File: config.mk
export PLATFORM = sky130hd
export DESIGN_NAME = ex_dispatch
export DESIGN_NICKNAME = d
export VERILOG_FILES = /design/src/rtl/ZionDataType.sv /design/src/rtl/ex_dispatch_dec.sv /design/src/rtl/ex_dispatch.sv
export SDC_FILE = /design/constraint.sdc
export NUM_CORES = 1
export LEC_CHECK = 0
export BUFFER_PORTS_ARGS = -buffer_cell sky130_fd_sc_hd__buf_2
export CAP_MARGIN = 20
export CELL_PAD_IN_SITES_DETAIL_PLACEMENT = 1
export CELL_PAD_IN_SITES_GLOBAL_PLACEMENT = 1
export CORE_MARGIN = 2
export CORE_UTILIZATION = 41
export CTS_CLUSTER_SIZE = 28
export DETAILED_ROUTE_END_ITERATION = 10
export GPL_ROUTABILITY_DRIVEN = 0
export GPL_TIMING_DRIVEN = 1
export PLACE_DENSITY_LB_ADDON = 0.1
export SETUP_SLACK_MARGIN = 0.5
export SLEW_MARGIN = 20
export SYNTH_ARGS = -nofsm -noshare
export SYNTH_HDL_FRONTEND = slang
export SYNTH_SLANG_ARGS = --single-unit
File: constraint.sdc
create_clock -name clk -period 2.4 [get_ports clk]
set_input_delay 0.12 -clock clk [delete_from_list [all_inputs] [get_ports clk]]
set_output_delay 0.12 -clock clk [all_outputs]
set_load 0.02 [all_outputs]
File: src/rtl/ZionDataType.sv
// Shared datapath types for the execute-dispatch slice: operand width,
// register-index width and the shift-operation encoding.
package ZionDataType;

   typedef logic [31:0] CpuType;
   typedef logic [4:0]  RfRs;

   typedef enum logic [1:0] {
      SHIFT_NONE = 2'b00,
      SHIFT_SLL  = 2'b01,
      SHIFT_SRL  = 2'b10,
      SHIFT_SRA  = 2'b11
   } ShiftOp;

   // One-hot shift-enable positions as seen by execute
   localparam int SHEN_SLL = 0;
   localparam int SHEN_SRL = 1;
   localparam int SHEN_SRA = 2;

endpackage

File: src/rtl/ex_dispatch_dec.sv
// Combinational decode of a shift instruction into the execute bundle:
// one-hot op enable plus the operand-2 / shift-amount split.
module ex_dispatch_dec
   import ZionDataType::*;
#(
   parameter int XLEN = $bits(CpuType),
   parameter int SHW  = $bits(RfRs)
) (
   input  logic [1:0]      iShiftOp,
   input  logic            iImm,
   input  logic [XLEN-1:0] iRs1Val,
   input  logic [XLEN-1:0] iRs2Val,
   input  logic [SHW-1:0]  iShamt,
   output logic [XLEN-1:0] oS1,
   output logic [XLEN-1:0] oS2,
   output logic [SHW-1:0]  oShamt,
   output logic            oShamtEn,
   output logic [2:0]      oShiftOpEn
);

   ShiftOp w_op;

   assign w_op     = ShiftOp'(iShiftOp);
   assign oS1      = iRs1Val;
   assign oShamtEn = iImm & (w_op != SHIFT_NONE);

   // Execute ORs operand 2 with the shift amount, so only one of them is live
   assign oS2    = oShamtEn ? '0 : iRs2Val;
   assign oShamt = oShamtEn ? iShamt : '0;

   always_comb begin
      oShiftOpEn = 3'b000;
      case (w_op)
         SHIFT_SLL:  oShiftOpEn[SHEN_SLL] = 1'b1;
         SHIFT_SRL:  oShiftOpEn[SHEN_SRL] = 1'b1;
         SHIFT_SRA:  oShiftOpEn[SHEN_SRA] = 1'b1;
         default:    oShiftOpEn = 3'b000;
      endcase
   end

endmodule

File: src/rtl/ex_dispatch.sv
// Decode-to-execute dispatch stage: decodes a shift op and holds it in a
// two-entry main/skid buffer so oDeReady can be fully registered.
module ex_dispatch
   import ZionDataType::*;
#(
   parameter int XLEN = $bits(CpuType),
   parameter int SHW  = $bits(RfRs)
) (
   input  logic            clk,
   input  logic            rst_n,
   input  logic            iDeValid,
   output logic            oDeReady,
   input  logic [1:0]      iShiftOp,
   input  logic            iImm,
   input  logic [XLEN-1:0] iRs1Val,
   input  logic [XLEN-1:0] iRs2Val,
   input  logic [SHW-1:0]  iShamt,
   input  logic            iFlush,
   output logic            oExValid,
   input  logic            iExReady,
   output logic [XLEN-1:0] oDeS1,
   output logic [XLEN-1:0] oDeS2,
   output logic [SHW-1:0]  oShamt,
   output logic            oShamtEn,
   output logic [2:0]      oShiftOpEn
);

   localparam int BW = 2*XLEN + SHW + 4;

   logic [XLEN-1:0] w_s1;
   logic [XLEN-1:0] w_s2;
   logic [SHW-1:0]  w_shamt;
   logic            w_shamt_en;
   logic [2:0]      w_op_en;
   logic [BW-1:0]   w_dec_bus;
   logic            w_acc;
   logic            w_main_free;
   logic            w_skid_valid_next;

   logic            r_main_valid;
   logic            r_skid_valid;
   logic            r_de_ready;
   logic [BW-1:0]   r_main_bus;
   logic [BW-1:0]   r_skid_bus;

   ex_dispatch_dec #(.XLEN(XLEN), .SHW(SHW)) u_dec (
      .iShiftOp   (iShiftOp),
      .iImm       (iImm),
      .iRs1Val    (iRs1Val),
      .iRs2Val    (iRs2Val),
      .iShamt     (iShamt),
      .oS1        (w_s1),
      .oS2        (w_s2),
      .oShamt     (w_shamt),
      .oShamtEn   (w_shamt_en),
      .oShiftOpEn (w_op_en)
   );

   assign w_dec_bus   = {w_s1, w_s2, w_shamt, w_shamt_en, w_op_en};
   assign w_acc       = iDeValid & r_de_ready;
   assign w_main_free = ~r_main_valid | iExReady;

   // Skid only stays/becomes occupied if main cannot absorb it this cycle
   assign w_skid_valid_next = w_main_free ? (r_skid_valid & w_acc)
                                          : (r_skid_valid | w_acc);

   always_ff @(posedge clk) begin
      if (!rst_n) begin
         r_main_valid <= 1'b0;
         r_skid_valid <= 1'b0;
         r_de_ready   <= 1'b1;
         r_main_bus   <= '0;
         r_skid_bus   <= '0;
      end else if (iFlush) begin
         r_main_valid <= 1'b0;
         r_skid_valid <= 1'b0;
         r_de_ready   <= 1'b1;
      end else begin
         if (w_main_free) begin
            if (r_skid_valid) begin
               r_main_valid <= 1'b1;
               r_main_bus   <= r_skid_bus;
               if (w_acc) r_skid_bus <= w_dec_bus;
            end else begin
               r_main_valid <= w_acc;
               if (w_acc) r_main_bus <= w_dec_bus;
            end
         end else if (w_acc) begin
            r_skid_bus <= w_dec_bus;
         end
         r_skid_valid <= w_skid_valid_next;
         r_de_ready   <= ~w_skid_valid_next;
      end
   end

   assign oDeReady = r_de_ready;
   assign oExValid = r_main_valid;
   assign {oDeS1, oDeS2, oShamt, oShamtEn, oShiftOpEn} = r_main_bus;

endmodule

==> results of run 1 <==
[registers in the layout, indices dropped and copies added (netlist names)]
name,count
r_main_bus,73
oDeReady,1
r_skid_valid,1
r_skid_bus,73
oExValid,1
[repair_timing]
action	4_1_cts	5_1_grt
hold buffers	70	0
buffers inserted	0	1
resized for setup	1	5
endpoints found under the setup margin	1	102
cloned	0	1
endpoints found under the hold margin	101	0
[synth_stat cells, drive strengths merged]
library cell  instances
mux2i                32
nand2               139
nand2b                1
nor2                 37
clkbuf               32
nand3b                2
buf                  34
dfxtp               149
a211o                 1
a31oi                32
o21a                  1
o21bai                1
a21oi                84
a211oi               37
nor3b                 3
a22oi                 5
a311oi                1
nand3                71
o21ai                38
and3                  2
inv                   3
[layout make-up]
type                    instances  area [um^2]  share of cell area, %
repair buffers                236         1650                   20.1
well taps                     180          225                   2.75
clock inverters                13          274                   3.34
multi-input cells             487         2600                   31.7
diodes                          1         2.50                 0.0305
flip-flops and latches        149         2990                   36.4
clock buffers                  19          453                   5.52
inverters                       3         12.5                  0.153
[how the worst max path moves through the flow]
stage                             endpoint  depth (start not counted)                    start
3_5_place_dp   r_skid_bus[34]$_SDFFE_PN0P_                          5  r_skid_valid$_SDFF_PP0_
2_1_floorplan  r_skid_bus[10]$_SDFFE_PN0P_                          6      oDeReady$_SDFF_PP1_
6_report        r_skid_bus[7]$_SDFFE_PN0P_                          5  r_skid_valid$_SDFF_PP0_
4_1_cts        r_skid_bus[34]$_SDFFE_PN0P_                          5  r_skid_valid$_SDFF_PP0_
3_3_place_gp   r_skid_bus[30]$_SDFFE_PN0P_                          5  r_skid_valid$_SDFF_PP0_
5_1_grt        r_skid_bus[54]$_SDFFE_PN0P_                          5      oDeReady$_SDFF_PP1_
[power breakdown]
group	total, mW	leakage [nW]	switching (mW)	internal, mW
sequential	2.62	1.22	0.0521	2.57
combinational	0.710	1.60	0.420	0.290
clock	3.26	0.350	1.05	2.21
[cells by family after synthesis]
kind of cell,count (synthesis),synth area share [%]
AO/OA/AOI/OAI,200,20.0
multiplexers,32,5.48
buffers and inverters,69,5.11
flip-flops,149,51.0
AND/OR/NAND/NOR,255,18.4
[critical path, cell delays in order (launching register included)]
cell and delay [ns]:
dfxtp_4 0.50, inv_2 0.10, a211oi_4 0.23, buf_4 0.51, nand3_1 0.17, a21oi_1 0.18
[metal layers]
layer / GRT usage, % / wire length [um] / up-vias
met5: 0 / 0 / -
met3: 5.40 / 847 / 38
met2: 43.7 / 9400 / 148
li1: - / - / 2841
met4: 10.9 / 488 / 0
met1: 28.8 / 8210 / 2836
[cell usage in the layout, fill, tap and decap left out, types with 2 or more instances in the layout]
cell type,Yosys,routed
nor3b_1,3,2
a211oi_1,36,36
dfxtp_1,149,148
buf_4,0,8
clkinvlp_4,0,2
mux2i_1,32,32
buf_12,0,4
o21ai_0,38,37
nand2_1,139,139
dlygate4sd3_1,0,70
and3_1,2,2
a21oi_1,84,84
nor2_1,37,37
buf_2,32,151
bufinv_16,0,8
a31oi_1,32,32
nand3_1,71,71
nand3b_1,2,2
clkbuf_16,0,18
a22oi_1,5,5
clkbuf_8,0,2
clkinv_2,0,3
==> impl_summary.txt, run 1 <==
----------------------------------------------------
[Cells and area]
  Final cell count without fillers ... 1088
  Signed area change from the synthesized netlist to the final layout ... 40.2%
  Filler instances ... 1652
  Final instance area ... 8200 um^2
  Number of nets at the end of the flow ... 971
  Final design utilization ... 59.1%
  Layout cell share with drive strength beyond 1 ... 22.7%

[Die]
  Die Wd ... 123 um
  Number of rows created at floorplan ... 43
  Overall die area ... 15200 um^2
  Num ports ... 152
  CORE AREA ... 13900 um^2
  Die height ... 123 um
  Initial Util ... 42.1%

[Min path]
  Worst hold start ... iShiftOp[1]
  Worst Hold Class ... in2reg
  Cell depth of the worst hold path ... 3
  Hold Path Sink ... r_skid_bus[2]$_SDFFE_PN0P_

[Clock tree]
  Clock tree from TritonCTS ... yes
  Num CTS Buffers ... 17
  Worst-skew pair later-pin latency ... 0.43 ns
  Clk slew on worst S/H paths ... 0.06 ns
  Root cell of the clock tree ... clkbuf_16
  Clock Path Buffers ... 2
  H-tree levels ... 4
  Number of clock sinks seen by CTS ... 149

[Yosys]
  Count of different cell masters after synthesis ... 24
  Cell count after synthesis ... 705
  Sequential area share after synthesis ... 51.0%
  Mean Syn Cell Area ... 8.30 um^2
  Library cell with the largest summed area after synthesis ... dfxtp_1
  Share of the synthesized area in the top cell type ... 51.0%
  Total nets after synthesis ... 782
  Number of synthesis warnings ... 0
  Area contributors post-synth ... dfxtp_1 51%, nand2_1 8.9%, a21oi_1 7.2%
  Post-synthesis instance area ... 5850 um^2
  Synthesis-stage register bit count ... 149

[Drt]
  Total detailed-routing wirelength ... 18900 um
  Remaining antenna violation count ... 0
  Detail-routed net length per standard cell ... 17.4 um
  Post-route DRC ... 0
  Vias per cell ... 5.39
  First drt pass iteration count ... 4
  Via count ... 5863
  DR iter-0 viols ... 265

[STA]
  Slew headroom ... 54.9%
  Transition at the pin with the smallest max-transition slack ... 0.676 ns
  Min setup slack post-route ... 0.630 ns
  Setup Skew ... 0.00675 ns
  Max frequency ... 565 MHz
  Unrepaired setup endpoints after global routing ... false
  Final-layout worst hold slack ... 0.0420 ns
  Final setup violation count ... 0
  Slew Limit Fails ... 0
  Period minus WS final ... 1.77 ns
  Setup_tns ... 0 ns
  Final Hold Violating Endpoints ... 0
  Part of the cycle the worst path needs ... 73.8%

[Power]
  Leakage power ... 3.17 nW
  Pwr/cell area ... 804 nW/um^2
  Total power of the final layout ... 6.59 mW
  Worst supply voltage drop on vdd ... 0.441 mV

[Worst setup path]
  Startpoint Class ... register
  Crit Path Class ... reg2reg
  Worst flop-to-flop path endpoint ... r_skid_bus[7]$_SDFFE_PN0P_
  Worst reg2reg setup slack ... 0.63 ns
  Reg2Reg Depth ... 5
  Maximum net fanout on the critical path ... 48
  Arrival time of the worst setup path ... 2.12 ns
  Element type at the critical path end ... register
  FF-to-FF Start ... r_skid_valid$_SDFF_PP0_
  Critical path data required time ... 2.75 ns

[Place]
  Placement-stage worst setup slack ... 0.531 ns
  Placed cell area ... 6720 um^2
  Port Buffer Count ... 151
  Placed wire-length estimate after detailed placement ... 11000 um
  Cells after DPL ... 983

[Job]
  Max Cap Violations ... 0

[Global routing]
  Initial antenna violation count ... 1
  Wire length of the first global-routing pass ... 29600 um
  Overall track demand over capacity in global routing ... 24.8%
  Largest net degree at the start of global routing ... 103
  Leftover overflow at the end of global routing ... 0
  Number of global-route vias before repair ... 6168

[Outcome]
  Result of the run ... finished, final reports clean

----------------------------------------------------
(Power assumes the default switching activity.)
==> run 2: changes to the inputs <==
--- a/config.mk
+++ b/config.mk
@@ -10,7 +10,7 @@
 export CELL_PAD_IN_SITES_DETAIL_PLACEMENT = 1
 export CELL_PAD_IN_SITES_GLOBAL_PLACEMENT = 1
 export CORE_MARGIN = 2
-export CORE_UTILIZATION = 41
+export CORE_UTILIZATION = 35
 export CTS_CLUSTER_SIZE = 28
 export DETAILED_ROUTE_END_ITERATION = 10
 export GPL_ROUTABILITY_DRIVEN = 0
==> constraint.sdc (replaced) <==
create_clock -name clk -period 1.6 [get_ports clk]
set_input_delay 0.08 -clock clk [delete_from_list [all_inputs] [get_ports clk]]
set_output_delay 0.08 -clock clk [all_outputs]
set_load 0.02 [all_outputs]
==> impl_summary.txt, run 2 (synthesis gave the netlist of run 1 again) <==
----------------------------------------------------
[STA]
  Final Hold Violating Endpoints ... 0 (unchanged)
  Slew headroom ... 71.5% (was 54.9%)
  Slew Limit Fails ... 0 (unchanged)
  Setup Skew ... 0.00697 ns (was 0.00675 ns)
  Period minus WS final ... 1.43 ns (was 1.77 ns)
  Part of the cycle the worst path needs ... 89.3% (was 73.8%)
  Final setup violation count ... 0 (unchanged)
  Final-layout worst hold slack ... 0.0186 ns (was 0.0420 ns)
  Unrepaired setup endpoints after global routing ... true (was false)
  Min setup slack post-route ... 0.171 ns (was 0.630 ns)
  Max frequency ... 700 MHz (was 565 MHz)
  Transition at the pin with the smallest max-transition slack ... 0.428 ns (was 0.676 ns)
  Setup_tns ... 0 ns (unchanged)

[Worst setup path]
  Critical path endpoint ... r_skid_bus[16]$_SDFFE_PN0P_ (was r_skid_bus[7]$_SDFFE_PN0P_)
  Critical path buffer and inverter count ... 1 (was 2)
  Critical path data required time ... 1.90 ns (was 2.75 ns)
  Reg2Reg Depth ... 5 (unchanged)
  Max stage delay cell, worst path ... a211o_2 (was buf_4)
  Crit Path Class ... reg2reg (unchanged)
  Startpoint Class ... register (unchanged)
  FF-to-FF Start ... oDeReady$_SDFF_PP1_ (was r_skid_valid$_SDFF_PP0_)
  Arrival time of the worst setup path ... 1.73 ns (was 2.12 ns)
  Top cell family by delay on the critical path ... compound AO/OA/AOI/OAI gates (was buffers and inverters)
  Worst flop-to-flop path endpoint ... r_skid_bus[16]$_SDFFE_PN0P_ (was r_skid_bus[7]$_SDFFE_PN0P_)
  Logic depth of the worst path, buffers included ... 5 (unchanged)
  Element type at the critical path end ... register (unchanged)
  Worst reg2reg setup slack ... 0.17 ns (was 0.63 ns)
  Maximum net fanout on the critical path ... 47 (was 48)
  Maximum cell stage delay along the critical path ... 0.39 ns (was 0.51 ns)
  First element of the critical path ... oDeReady$_SDFF_PP1_ (was r_skid_valid$_SDFF_PP0_)
  Cells along the critical path ... nand2_2 > a211o_2 > buf_12 > nand2_1 > a21oi_2 (was inv_2 > a211oi_4 > buf_4 > nand3_1 > a21oi_1)

[Cells and area]
  Filler instances ... 1892 (was 1652)
  Signed area change from the synthesized netlist to the final layout ... 54.5% (was 40.2%)
  Final instance area ... 9030 um^2 (was 8200 um^2)
  Largest registers in the final layout ... r_main_bus x73, r_skid_bus x73 (unchanged)
  Commonest cells after routing, fill and taps aside ... 150 x buf_2, 146 x dfxtp_1, 131 x nand2_1 (was 151 x buf_2, 148 x dfxtp_1, 139 x nand2_1)
  Number of nets at the end of the flow ... 1002 (was 971)
  Final cell count without fillers ... 1158 (was 1088)
  Final design utilization ... 54.9% (was 59.1%)
  Most common library cell in the layout ignoring fill and taps ... buf_2 (unchanged)
  Layout cell share with drive strength beyond 1 ... 31.9% (was 22.7%)

[Job]
  Max Cap Violations ... 0 (unchanged)

[Drt]
  DR iter-0 viols ... 240 (was 265)
  Vias per cell ... 5.18 (was 5.39)
  Routed metal-1 wire length ... 9090 um (was 8210 um)
  Via count ... 5998 (was 5863)
  Post-route DRC ... 0 (unchanged)
  WL met2 ... 10400 um (was 9400 um)
  First drt pass iteration count ... 4 (unchanged)
  Detail-routed net length per standard cell ... 18.0 um (was 17.4 um)
  Met3 routed wirelength ... 857 um (was 847 um)
  Top Layer Used ... met5 (was met4)
  Total detailed-routing wirelength ... 20800 um (was 18900 um)
  Remaining antenna violation count ... 0 (unchanged)

[Global routing]
  Leftover overflow at the end of global routing ... 0 (unchanged)
  Initial antenna violation count ... 2 (was 1)
  Overall track demand over capacity in global routing ... 22.8% (was 24.8%)
  Largest net degree at the start of global routing ... 65 (was 103)
  Wire length of the first global-routing pass ... 32200 um (was 29600 um)
  Number of global-route vias before repair ... 6278 (was 6168)

[Clock tree]
  Root cell of the clock tree ... clkbuf_16 (unchanged)
  Clock tree from TritonCTS ... yes (unchanged)
  H-tree levels ... 4 (unchanged)
  Num CTS Buffers ... 17 (unchanged)
  Worst-skew pair later-pin latency ... 0.42 ns (was 0.43 ns)
  Number of clock sinks seen by CTS ... 149 (unchanged)
  Clock Path Buffers ... 2 (unchanged)
  Clk slew on worst S/H paths ... 0.06 ns (about the same)

[Power]
  Internal portion of total power ... 6.80 mW (was 5.07 mW)
  Leakage power ... 3.45 nW (was 3.17 nW)
  Sequential fraction of design power ... 43.3% (was 39.8%)
  P_sw ... 2.28 mW (was 1.52 mW)
  Total power of the final layout ... 9.08 mW (was 6.59 mW)
  Pwr/cell area ... 1010 nW/um^2 (was 804 nW/um^2)
  Combinational Power Share ... 13.6% (was 10.8%)
  Worst supply voltage drop on vdd ... 0.840 mV (was 0.441 mV)
  Net Sw Frac ... 25.1% (was 23.0%)
  Clock Power Share ... 43.1% (was 49.5%)

[Die]
  Die Wd ... 133 um (was 123 um)
  Die height ... 133 um (was 123 um)
  CORE AREA ... 16500 um^2 (was 13900 um^2)
  Number of rows created at floorplan ... 47 (was 43)
  Initial Util ... 35.5% (was 42.1%)
  Overall die area ... 17800 um^2 (was 15200 um^2)
  Num ports ... 152 (unchanged)

[Place]
  Placed wire-length estimate after detailed placement ... 11800 um (was 11000 um)
  Cells after DPL ... 1034 (was 983)
  Placed cell area ... 6970 um^2 (was 6720 um^2)
  Placement-stage worst setup slack ... 0.108 ns (was 0.531 ns)
  Port Buffer Count ... 151 (unchanged)

[Min path]
  Worst Hold Class ... in2reg (unchanged)

[Outcome]
  Result of the run ... finished, final reports clean (unchanged)

----------------------------------------------------
[run 2: worst min-delay path by stage]
stage | start | end | slack (ns) | cells past startpoint
floorplan | iFlush | oExValid$_SDFFE_PP0N_ | 0.15 | 1
global placement | iRs1Val[26] | r_skid_bus[67]$_SDFFE_PN0P_ | 0.33 | 3
detailed placement | iRs1Val[6] | r_skid_bus[47]$_SDFFE_PN0P_ | 0.34 | 3
CTS | iShiftOp[1] | r_skid_bus[2]$_SDFFE_PN0P_ | 0.007 | 3
global route | iShiftOp[1] | r_skid_bus[2]$_SDFFE_PN0P_ | 0.03 | 3
finish | iShiftOp[1] | r_skid_bus[2]$_SDFFE_PN0P_ | 0.02 | 3
[run 2: metal layers]
metal,up-vias,track usage (%)
li1,2915,-
met1,2912,27.1
met2,137,40.4
met3,32,4.79
met4,2,8.45
met5,-,0
[run 2: worst min-delay path, cell delays in order]
cell and delay [ns]:
buf_2 0.16, nand3_1 0.09, a21oi_1 0.05
[run 2: layout make-up]
type | instances | area [um^2] | area share [%]
clock buffers | 27 | 493 | 5.46
multi-input cells | 487 | 2980 | 33.0
repair buffers | 267 | 2200 | 24.3
diodes | 1 | 2.50 | 0.0277
flip-flops and latches | 149 | 2990 | 33.1
well taps | 220 | 275 | 3.05
clock inverters | 4 | 70.1 | 0.776
inverters | 3 | 17.5 | 0.194
[run 2: repair_timing]
action,in CTS,in global routing
setup endpoints to repair,148,150
gates resized for setup,32,70
gates cloned,6,2
hold buffers,70,0
pin swaps,4,36
hold endpoints to repair,107,0
setup buffers,12,2
[run 2: power by group through the flow]
| stage | clock, mW | combinational (mW) | sequential (mW) |
|---|---|---|---|
| 6_report | 3.91 | 1.24 | 3.93 |
| 5_1_grt | 4.14 | 1.33 | 3.95 |
| 4_1_cts | 3.96 | 1.19 | 3.93 |
| 3_5_place_dp | 0 | 0.959 | 4.01 |
| 3_3_place_gp | 0 | 0.930 | 4.00 |
| 2_1_floorplan | 0 | 0.407 | 4.16 |
